### config.mk
export PLATFORM = sky130hd
export DESIGN_NAME = bp_nonsynth_stall_counter_bank
export DESIGN_NICKNAME = d
export VERILOG_FILES = /design/src/rtl/bp_nonsynth_stall_counter_bank.sv
export SDC_FILE = /design/constraint.sdc
export NUM_CORES = 2
export LEC_CHECK = 0
export ABC_AREA = 1
export ABC_CLOCK_PERIOD_IN_PS = 4150
export CAP_MARGIN = 20
export CORE_ASPECT_RATIO = 0.9
export CORE_MARGIN = 2
export CORE_UTILIZATION = 55
export CTS_BUF_LIST = sky130_fd_sc_hd__clkbuf_8 sky130_fd_sc_hd__clkbuf_16
export CTS_CLUSTER_SIZE = 30
export DETAILED_ROUTE_END_ITERATION = 12
export PLACE_DENSITY = 0.72
export SETUP_SLACK_MARGIN = 0.2
export SLEW_MARGIN = 20
export SYNTH_ARGS = -nofsm -noshare
export SYNTH_HDL_FRONTEND = slang
export SYNTH_SLANG_ARGS = --single-unit
### constraint.sdc
create_clock -name clk_i -period 4.15 [get_ports clk_i]
set_input_delay 0.83 -clock clk_i [delete_from_list [all_inputs] [get_ports clk_i]]
set_output_delay 0.83 -clock clk_i [all_outputs]
set_load 0.1 [all_outputs]
### src/rtl/bp_nonsynth_stall_counter_bank.sv
// Per-reason stall histogram bank fed by the core profiler's final-stage reason.
// Live counters accumulate each enabled cycle; a host reads snapshotted shadows over a valid/ready port.
module bp_nonsynth_stall_counter_bank #(
  parameter int num_reasons_p   = 21,
  parameter int reason_width_p  = 5,
  parameter int counter_width_p = 32,
  localparam int addr_width_lp  = $clog2(num_reasons_p + 3)
) (
  input  logic                       clk_i,
  input  logic                       reset_n_i,
  input  logic                       en_i,
  input  logic                       commit_v_i,
  input  logic                       stall_v_i,
  input  logic [reason_width_p-1:0]  stall_reason_i,
  input  logic                       clear_i,
  input  logic                       snap_i,
  input  logic                       rd_v_i,
  input  logic [addr_width_lp-1:0]   rd_addr_i,
  output logic                       rd_ready_o,
  output logic                       rd_data_v_o,
  output logic [counter_width_p-1:0] rd_data_o,
  output logic                       rd_err_o,
  input  logic                       rd_yumi_i
);

  localparam int num_ctrs_lp    = num_reasons_p + 3;
  localparam int instr_idx_lp   = num_reasons_p;
  localparam int unknown_idx_lp = num_reasons_p + 1;
  localparam int total_idx_lp   = num_reasons_p + 2;

  typedef logic [counter_width_p-1:0] ctr_t;

  ctr_t live_r   [num_ctrs_lp];
  ctr_t shadow_r [num_ctrs_lp];

  logic [num_reasons_p-1:0] reason_hit;
  logic [num_ctrs_lp-1:0]   inc;

  // One-hot decode of the stall code; out-of-range codes leave every bit low.
  always_comb begin
    for (int i = 0; i < num_reasons_p; i++) begin
      reason_hit[i] = stall_v_i && (stall_reason_i == reason_width_p'(i));
    end
  end

  // Exactly one class counter plus the total counter bump on each enabled cycle.
  always_comb begin
    // NOTE: defaulting every bit first keeps this purely combinational; a missed path would infer a latch.
    inc = '0;
    if (en_i) begin
      inc[total_idx_lp] = 1'b1;
      if (commit_v_i) begin
        inc[instr_idx_lp] = 1'b1;
      end else if (|reason_hit) begin
        inc[num_reasons_p-1:0] = reason_hit;
      end else begin
        inc[unknown_idx_lp] = 1'b1;
      end
    end
  end

  // Live and shadow banks. Snap samples the pre-edge live value, so a same-cycle
  // clear or increment never leaks into the shadow.
  always_ff @(posedge clk_i or negedge reset_n_i) begin
    if (!reset_n_i) begin
      // NOTE: these arrays are small flop banks, not RAM, and a host may read them right after reset, so they are reset.
      for (int i = 0; i < num_ctrs_lp; i++) begin
        live_r[i]   <= '0;
        shadow_r[i] <= '0;
      end
    end else begin
      for (int i = 0; i < num_ctrs_lp; i++) begin
        if (snap_i) begin
          shadow_r[i] <= live_r[i];
        end
        if (clear_i) begin
          live_r[i] <= '0;
        end else if (inc[i] && (live_r[i] != '1)) begin
          live_r[i] <= live_r[i] + ctr_t'(1);
        end
      end
    end
  end

  // Read port: one-entry response register that can be refilled in the cycle it drains.
  logic                 resp_v_r;
  logic                 resp_err_r;
  ctr_t                 resp_data_r;
  logic                 rd_accept;
  logic                 addr_in_range;
  ctr_t                 rd_sel_data;

  assign addr_in_range = ({1'b0, rd_addr_i} < (addr_width_lp + 1)'(num_ctrs_lp));
  assign rd_ready_o    = ~resp_v_r | rd_yumi_i;
  assign rd_accept     = rd_v_i & rd_ready_o;

  always_comb begin
    rd_sel_data = '0;
    if (addr_in_range) begin
      rd_sel_data = shadow_r[rd_addr_i];
    end
  end

  always_ff @(posedge clk_i or negedge reset_n_i) begin
    if (!reset_n_i) begin
      resp_v_r    <= 1'b0;
      resp_err_r  <= 1'b0;
      resp_data_r <= '0;
    end else if (rd_accept) begin
      resp_v_r    <= 1'b1;
      resp_err_r  <= ~addr_in_range;
      resp_data_r <= rd_sel_data;
    end else if (rd_yumi_i) begin
      // Idle outputs return to zero once the consumer has taken the response.
      resp_v_r    <= 1'b0;
      resp_err_r  <= 1'b0;
      resp_data_r <= '0;
    end
  end

  assign rd_data_v_o = resp_v_r;
  assign rd_data_o   = resp_data_r;
  assign rd_err_o    = resp_err_r;

endmodule
==> results by group <==
Timing
  – Clock Skew: 36.26 ps
  – Fmax: 300.0 MHz
  – Slew @ Worst Pin: between 1000 and 1500 ps
  – Final Critical Period: 3333 ps
  – Final hold violation count: 0
  – Setup TNS Final: 0 ps
  – Crit share post-route: 0.8032
  – RSZ-0062 raised after global routing: false
  – Final Setup Violations: 0
  – Final Max Tran Viols: 0
  – Slew HR: 0.2515

Synth
  – Mapped cell area: 90,020 um2
  – Most frequent cell after synthesis: nand2_1
  – Synth Register Bits: roughly 1,600
  – Synth top area cells: dfrtp_1 44%, nand2_1 20%, nand3_1 8.1%
  – Post-synth top flop: dfrtp_1
  – Gate Count Post-Synth: approximately 13,000
  – Post-synth top area share: 0.4364
  – Post-synth top cells: 4,848 x nand2_1, 1,696 x nor2_1, 1,570 x dfrtp_1, 1,459 x nand3_1, 1,215 x inv_1
  – Post-synth ARST share: 1.000
  – Seq/Total Area, Yosys: 0.4364
  – Syn_area_per_cell: 6.814 um2
  – EDFF count, synth: 0
  – Distinct cells, synth: 39
  – Area leader, netlist: dfrtp_1
  – Yosys warnings: 0
  – Syn nets: roughly 13,000

Drt
  – DRC Markers: 0
  – DR WL/cell: between 15 and 20 um
  – Vias per cell: 5.667
  – First DRT Iteration DRCs: approximately 11,000
  – Routed via count: around 87,000
  – Routed WL: around 300,000 um
  – Total iterations of the first detailed-routing run: 9
  – Antenna-violating nets left: 0

Layout
  – Post-route cell area: about 98,000 um2
  – Fin cells: 15,320
  – FILL cells: ~15,000
  – NumNets Final: approximately 13,000
  – Share of layout cells above drive strength 1: 0.05128
  – FF/Latch Area: between 30,000 and 40,000 um2
  – Multi-input logic area: approximately 43,000 um2
  – Area growth from synthesis to layout: 9.339%

Clocking
  – CTS tree: yes
  – Postcts setup bufs: 0
  – Cts hold-fix bufs: 1
  – Total CTS buffers: 170
  – Clock Tree Buf Depth: 3
  – # resized after CTS: 0
  – Worst-Skew Late Latency: approximately 830 ps
  – Clock Pin Slew Worst Setup and Hold Paths: 60 ps
  – Htree depth: 4
  – Root Buffer: clkbuf_16
  – CTS sink cnt: approximately 1,600

Worst setup path
  – CP Launch Type: register
  – Cells on worst reg2reg path: 11
  – CP Data Arrival Time: 2500 ps
  – R2r setup slk: 1420 ps
  – CP Max Fanout: 2
  – Crit-path leading delay family: buffers and inverters
  – Crit Path Category: reg2out
  – CP endpoint kind: primary output
  – Worst path required time: ~3300 ps
  – CP max-delay cell: clkdlybuf4s50_1
  – Crit path cell chain: clkdlybuf4s50_1
  – CP peak stage delay: about 1200 ps
  – Critical path buffers and inverters: 1
  – Worst R2R End: live_r[26]$_DFFE_PN0P_
  – Worst R2R Start: live_r[0]$_DFFE_PN0P_

Floorplanning
  – I/O pin count: 54
  – Die Area: around 170,000 um2
  – Die Wd: around 430 um
  – Core box area: about 160,000 um2
  – Starting Density: 0.5550
  – Row count: 140
  – Height of the chip: between 300 and 400 um

Global routing
  – Initial antenna violation count: 6
  – GRT overflow: 0
  – First-pass GRT wire length: about 470,000 um
  – Largest net degree at the start of global routing: 179
  – Vias in the first global route: approximately 80,000
  – GRT Resource Usage Total: 0.3546

Flow run
  – # Max-Cap Violations: 0

Worst hold path
  – Hold Path Depth: 4
  – Hold path endpoint: live_r[243]$_DFFE_PN0P_
  – Worst hold start: clear_i
  – Hold WC Path Type: in2reg

Outcome
  – Status: complete, no violations

Power and ir drop
  – LEAKAGE: 45.04 nW
  – PnR Total Power: 34.78 mW
  – PwrDens: about 350 nW/um2
  – Worst VDD drop: 0.0003451 V

Placed design
  – Placed cell count: approximately 15,000
  – Port Buffers: 53
  – Gpl congestion: around 1.1
  – Post-DP Area: ~92,000 um2
  – Post-DP HPWL: 218,600 um
-- cell families after synthesis --
| kind of cell | count (synthesis) | synth area share |
|---|---|---|
| flip-flops | 1570 | 0.4364 |
| adder cells (fa/ha/maj) | 24 | 0.003336 |
| multiplexers | 97 | 0.01213 |
| AND/OR/NAND/NOR | 8444 | 0.3852 |
| AO/OA/AOI/OAI | 1055 | 0.06020 |
| buffers and inverters | 1798 | 0.08103 |
| XOR/XNOR | 223 | 0.02170 |
-- layout by cell type (no fill, tap or decap), drive strengths merged, types with 2 or more instances in the layout --
cell type      count
a21oi            250
buf              168
bufinv            28
clkbuf           201
clkdlybuf4s50     44
clkinv            41
clkinvlp          10
dfrtp           1570
diode              5
ha                24
inv             1277
mux2              97
nand2           4898
nand3           1459
nand3b             4
nand4            297
nor2            1734
nor3              30
nor3b              2
o211ai            33
o21ai            750
o21bai            17
or2               20
xnor2             98
xor2             125
-- sequential cells by signal (all words and copies together), names as in the netlist --
| register | count |
|---|---|
| shadow_r | 768 |
| rd_data_o | 32 |
| rd_err_o | 1 |
| rd_data_v_o | 1 |
| live_r | 768 |
-- power by group --
| group | total (mW) | switching [mW] | internal, mW | leakage, nW |
|---|---|---|---|---|
| clock | 16.5 | 6.65 | 9.83 | 3.07 |
| combinational | 2.71 | 2.15 | 0.556 | 20.3 |
| sequential | 15.6 | 0.119 | 15.5 | 21.6 |
-- metal layers --
metal | share of wire | routed length [um] | track usage
met2 | 0.42 | 126100 | 0.5083
met4 | 0.042 | 12420 | 0.1374
met5 | 0.000037 | 11 | 0
met3 | 0.092 | 27390 | 0.06667
met1 | 0.44 | 132900 | 0.5288
-- how the worst max path moves through the flow --
stage,start,endpoint,cells after the start
2_1_floorplan,rd_data_v_o$_DFFE_PN0P_,rd_data_o[10]$_DFFE_PN0P_,7
3_3_place_gp,commit_v_i,live_r[518]$_DFFE_PN0P_,10
3_5_place_dp,commit_v_i,live_r[518]$_DFFE_PN0P_,10
4_1_cts,rd_data_o[10]$_DFFE_PN0P_,rd_data_o[10],1
5_1_grt,rd_data_o[10]$_DFFE_PN0P_,rd_data_o[10],1
6_report,rd_data_o[10]$_DFFE_PN0P_,rd_data_o[10],1
-- metrics by stage --
| step | setup slack (ps) | utilization | hold WS (ps) |
|---|---|---|---|
| final | 816.7 | 0.6068 | 444.3 |
| after global routing | 802.5 | 0.6067 | 432.8 |
| after CTS | 772.4 | 0.6067 | 404.6 |
| after detailed placement | 542.7 | 0.5697 | 465.5 |
| after global placement | 620.7 | 0.5697 | 463.8 |
| after floorplan | 1427 | - | 471.7 |
-- final cells by class --
type	count	share of cell area
multi-input combinational	9843	0.4414
sequential	1570	0.3992
clock buffer	200	0.04799
inverter	1248	0.04792
tap	2130	0.02708
timing repair buffer	214	0.02339
clock inverter	108	0.01298
antenna	5	0.0001271
Note: power is estimated with default switching activity, not from simulation.
